$ cat config.mk
export PLATFORM = sky130hd
export DESIGN_NAME = scrypt_romix_ctl
export DESIGN_NICKNAME = d
export VERILOG_FILES = /design/src/rtl/scrypt_romix_ctl.sv
export SDC_FILE = /design/constraint.sdc
export NUM_CORES = 1
export LEC_CHECK = 0
export BUFFER_PORTS_ARGS = -buffer_cell sky130_fd_sc_hd__buf_2
export CAP_MARGIN = 20
export CORE_ASPECT_RATIO = 1.4
export CORE_MARGIN = 3
export CORE_UTILIZATION = 53
export CTS_BUF_LIST = sky130_fd_sc_hd__clkbuf_4 sky130_fd_sc_hd__clkbuf_8
export DETAILED_ROUTE_END_ITERATION = 16
export PLACE_DENSITY = 0.88
export REMOVE_ABC_BUFFERS = 1
export SLEW_MARGIN = 15
export SYNTH_ARGS = -nofsm -noshare
export SYNTH_HDL_FRONTEND = slang
export SYNTH_SLANG_ARGS = --single-unit
$ cat constraint.sdc
create_clock -name clk -period 4.1 [get_ports clk]
set_clock_uncertainty 0.2 [all_clocks]
set_input_delay 0.41 -clock clk [delete_from_list [all_inputs] [get_ports clk]]
set_output_delay 0.41 -clock clk [all_outputs]
set_load 0.01 [all_outputs]
$ cat src/rtl/scrypt_romix_ctl.sv
// scrypt ROMix sequencing controller.
// Paces the salsa core, X registers and scratchpad through both ROMix phases.
module scrypt_romix_ctl #(
    parameter int ADDR_W = 10,
    parameter int LAT    = 9,
    parameter int PASSES = 4
) (
    input  logic              clk,
    input  logic              reset,
    input  logic              start,
    input  logic [ADDR_W-1:0] xaddr,
    output logic              busy,
    output logic              done,
    output logic              phase,
    output logic              feedback,
    output logic              half,
    output logic              x_we,
    output logic              v_xor,
    output logic              ram_we,
    output logic [ADDR_W-1:0] ram_wr_addr,
    output logic              ram_rd_en,
    output logic [ADDR_W-1:0] ram_rd_addr,
    output logic [ADDR_W-1:0] iter
);

    localparam int CYC_SALSA = LAT * PASSES;
    localparam int CYC_BM    = 2 * CYC_SALSA;
    localparam int CW        = $clog2(CYC_BM);

    localparam logic [CW-1:0] C_S   = CW'(CYC_SALSA);
    localparam logic [CW-1:0] C_SM1 = CW'(CYC_SALSA - 1);
    localparam logic [CW-1:0] C_BM1 = CW'(CYC_BM - 1);
    localparam logic [CW-1:0] C_BM2 = CW'(CYC_BM - 2);

    localparam logic [1:0] IDLE = 2'd0;
    localparam logic [1:0] P1   = 2'd1;
    localparam logic [1:0] P2   = 2'd2;
    localparam logic [1:0] DONE = 2'd3;

    logic [1:0]    state;
    logic [CW-1:0] cyc;
    logic          run;
    logic          wrap;
    logic          last;

    assign run  = (state == P1) || (state == P2);
    assign wrap = run && (cyc == C_BM1);
    assign last = (iter == {ADDR_W{1'b1}});

    // Phase sequencing plus the cycle/iteration counters.
    always_ff @(posedge clk) begin
        if (reset) begin
            state <= IDLE;
            cyc   <= '0;
            iter  <= '0;
        end else begin
            case (state)
                IDLE: begin
                    if (start) begin
                        state <= P1;
                        cyc   <= '0;
                        iter  <= '0;
                    end
                end
                P1, P2: begin
                    if (cyc == C_BM1) begin
                        cyc  <= '0;
                        iter <= iter + 1'b1;
                        if (last) begin
                            state <= (state == P1) ? P2 : DONE;
                            iter  <= '0;
                        end
                    end else begin
                        cyc <= cyc + 1'b1;
                    end
                end
                default: state <= IDLE;
            endcase
        end
    end

    // Capture j one cycle ahead, since the core presents Xaddr early.
    always_ff @(posedge clk) begin
        if (reset) begin
            ram_rd_addr <= '0;
        end else if (run && (cyc == C_BM2)) begin
            ram_rd_addr <= xaddr;
        end
    end

    assign busy        = run;
    assign done        = (state == DONE);
    assign phase       = (state == P2);
    assign feedback    = run && (cyc != '0) && (cyc != C_S);
    assign half        = run && (cyc >= C_S);
    assign x_we        = run && ((cyc == C_SM1) || (cyc == C_BM1));
    assign v_xor       = (state == P2) && (cyc == '0);
    assign ram_we      = (state == P1) && (cyc == '0);
    assign ram_wr_addr = iter;
    assign ram_rd_en   = wrap && ((state == P1) ? last : !last);

endmodule

==> flow_summary.yaml <==
grt:
  grt.busiest_layer: "met2"
  antenna_found_initial: 0
  grtUsageMet1: 0.230
  grt_pass1_wl_mm: 5.95
  grt-ovfl-total: 0
  grt_max_degree: 21
  gr-usage-met3: 0.0637
  gr-usage-met2: 0.326
  track_usage: 0.206
  grt_pass1_vias: 1415
clock_network:
  cts_hold_buf: 0
  cts_tree: "done"
  post_cts_buffers: 0
  root_buffer: "clkbuf_8"
  cts_buffers: 5
  post_cts_resized: 0
  clk_path_buf_depth: 2
  cts_sinks: 29
  clk_latency_ns: 0.28
  cts_max_level: 2
  clk_pin_slew_ns: 0.06
placed_design:
  io_buffers: 51
  placed_area_mm2: 0.00182
  gp_congestion: 0.770
  hpwl_mm: 2.58
sta:
  tightest_slew_ns: 0.968
  finalSetupViolCount: 0
  hold_viol_final: 0
  finalCritPeriodShare: 0.604
  holdWs_ns: 0.165
  relSlewSlack: 0.349
  finalMaxSlewViolations: 0
  rsz0062_at_grt: "no"
  fmax_mhz: 404
  tns_ns: 0
  fin_crit_ns: 2.48
power_and_ir_drop:
  p_leak_uw: 0.000854
  powerDensity_mw_per_mm2: 415
  ir_worst_vdd_mv: 0.317
synth:
  seq_area_frac_synth: 0.351
  synth_cells: 191
  ys_types: 37
  synth-seq-cells: 29
  ys.flop_type: "dfxtp_1"
  synth_edf_count: 0
  yosysTopAreaCellShare: 0.351
  ys_warn_count: 0
  avgSynthCellArea_um2: 8.67
  yosys.area.top_type: "dfxtp_1"
  synthArstFlopShare: 0
  synthTopCellsByArea: "dfxtp_1 35%, ha_1 7.6%, mux2i_1 6.0%"
  synth_area_mm2: 0.00166
die:
  initial_core_util: 0.564
  die_h_um: 72.1
  io_pins: 52
  core_mm2: 0.00294
  dieArea_mm2: 0.00384
  num_rows: 23
  die_x_um: 53.2
job:
  maxCapViolations: 0
detailed_routing:
  vias: 1505
  avgRoutedWirePerCell_um: 13.2
  viasPerCell: 5.64
  drc: 0
  drt_iter0_drc: 47
  ant_nets: 0
  firstDrtPassIters: 4
  wirelength_mm: 3.53
worst_setup_path:
  cp_slowest_cell: "ha_1"
  critPathKind: "register to primary output"
  crit_path_start_kind: "register"
  r2r_slack_ns: 1.64
  critPathTopFamily: "adder cells"
  crit_chain: "inv_1 > ha_1 > nand2_1 > nor4_1 > buf_2"
  crit_arrival_ns: 1.87
  cp.required_ns: 3.49
  path_max_fanout: 9
  cp-end-kind: "primary output"
  cp_num_buf_inv: 2
  max_stage_delay_ns: 0.49
finish:
  final_nets: 252
  seqCellArea_um2: 581
  layout-drive-gt1-share: 0.287
  finalInstanceArea_mm2: 0.00194
  n_antenna_cell: 0
  n_fill_cell: 255
  utilization: 0.661
  multiInputGateArea_um2: 905
  area_growth_pct: 17.2
run_status:
  status: "finished, final reports clean"
worst_hold_path:
  hold_class: "primary input to register"
==> Yosys cell counts, types with 3 or more instances <==
cell / number
o31ai_1: 8
nor2_1: 21
xnor2_1: 4
a21oi_1: 15
mux2i_1: 10
dfxtp_1: 29
or3_1: 5
buf_2: 4
ha_1: 10
nand4_1: 7
buf_4: 11
nand2_1: 9
o21ai_0: 7
clkbuf_1: 3
nor3_1: 5
or4_1: 4
nand3_1: 4
inv_1: 9
==> per-layer routing <==
layer	wire length (um)	up-vias
met2	1720	54
met1	1400	697
met5	0	-
met4	138	0
met3	266	14
li1	-	740
==> cells by family after synthesis <==
kind of cell / count (synthesis) / synth area share
DFF: 29 / 0.351
xor gates and xnor gates: 5 / 0.0265
muxes: 11 / 0.0673
buffers and inverters: 29 / 0.103
adders and majority gates: 10 / 0.0756
AOI/OAI and AO/OA: 36 / 0.145
and+or+nand+nor: 71 / 0.232
==> metrics by stage <==
step           instances  setup WS [ns]  total power (uW)
2_1_floorplan        171           1.89               440
3_3_place_gp         259           1.79               491
3_5_place_dp         259           1.68               497
4_1_cts              267           1.64               810
5_1_grt              267           1.44               850
6_report             267           1.62               806
==> cell type report <==
type	count	area share
flip-flops and latches	29	0.299
multi-input cells	133	0.466
inverters	9	0.0174
repair buffers	51	0.132
clock buffers	7	0.0464
well taps	37	0.0239
clock inverters	1	0.0155
==> worst paths after layout <==
kind | start | to | cells after the start
min | xaddr[2] | ram_rd_addr[2] | 3
max reg2reg | state[1] | iter[3] | 5
max | state[1] | x_we | 5
min reg2reg | ram_rd_addr[8] | ram_rd_addr[8] | 2
==> sequential cells by signal, indices dropped and copies added, names as in the netlist <==
signal and count:
cyc 7, state 2, iter 10, ram_rd_addr 10
==> worst register-to-register path, delay by kind of cell, from the launching register on <==
kind                       cells  cell delay [ns]
adders and majority gates      1             0.49
AOI/OAI and AO/OA              2             0.94
buffers and inverters          1             0.09
DFF                            1             0.42
and+or+nand+nor                1             0.16
==> where the power goes <==
group          leakage [uW]  internal [uW]  switching (uW)
clock network     0.0000619            204             107
registers          0.000234            292            11.2
logic              0.000558           65.3             125
==> layout by cell type, fill, tap and decap left out, drive strengths merged <==
| cell | count |
|---|---|
| clkbuf | 7 |
| o31ai | 8 |
| nor4 | 1 |
| or4b | 1 |
| nor4b | 2 |
| or3 | 5 |
| bufinv | 1 |
| nand3 | 4 |
| o21ai | 7 |
| and3b | 1 |
| a31oi | 1 |
| o211a | 1 |
| a41oi | 1 |
| xnor2 | 4 |
| ha | 10 |
| a31o | 2 |
| nor3 | 5 |
| and2 | 2 |
| dfxtp | 29 |
| xor2 | 1 |
| mux2 | 1 |
| nand2b | 2 |
| buf | 51 |
| nor2 | 22 |
| nor2b | 2 |
| nand4 | 7 |
| inv | 9 |
| and3 | 1 |
| nand2 | 9 |
| mux2i | 10 |
| or4 | 5 |
| and4 | 2 |
| a21oi | 16 |
Power figures use the tool's default switching activity.
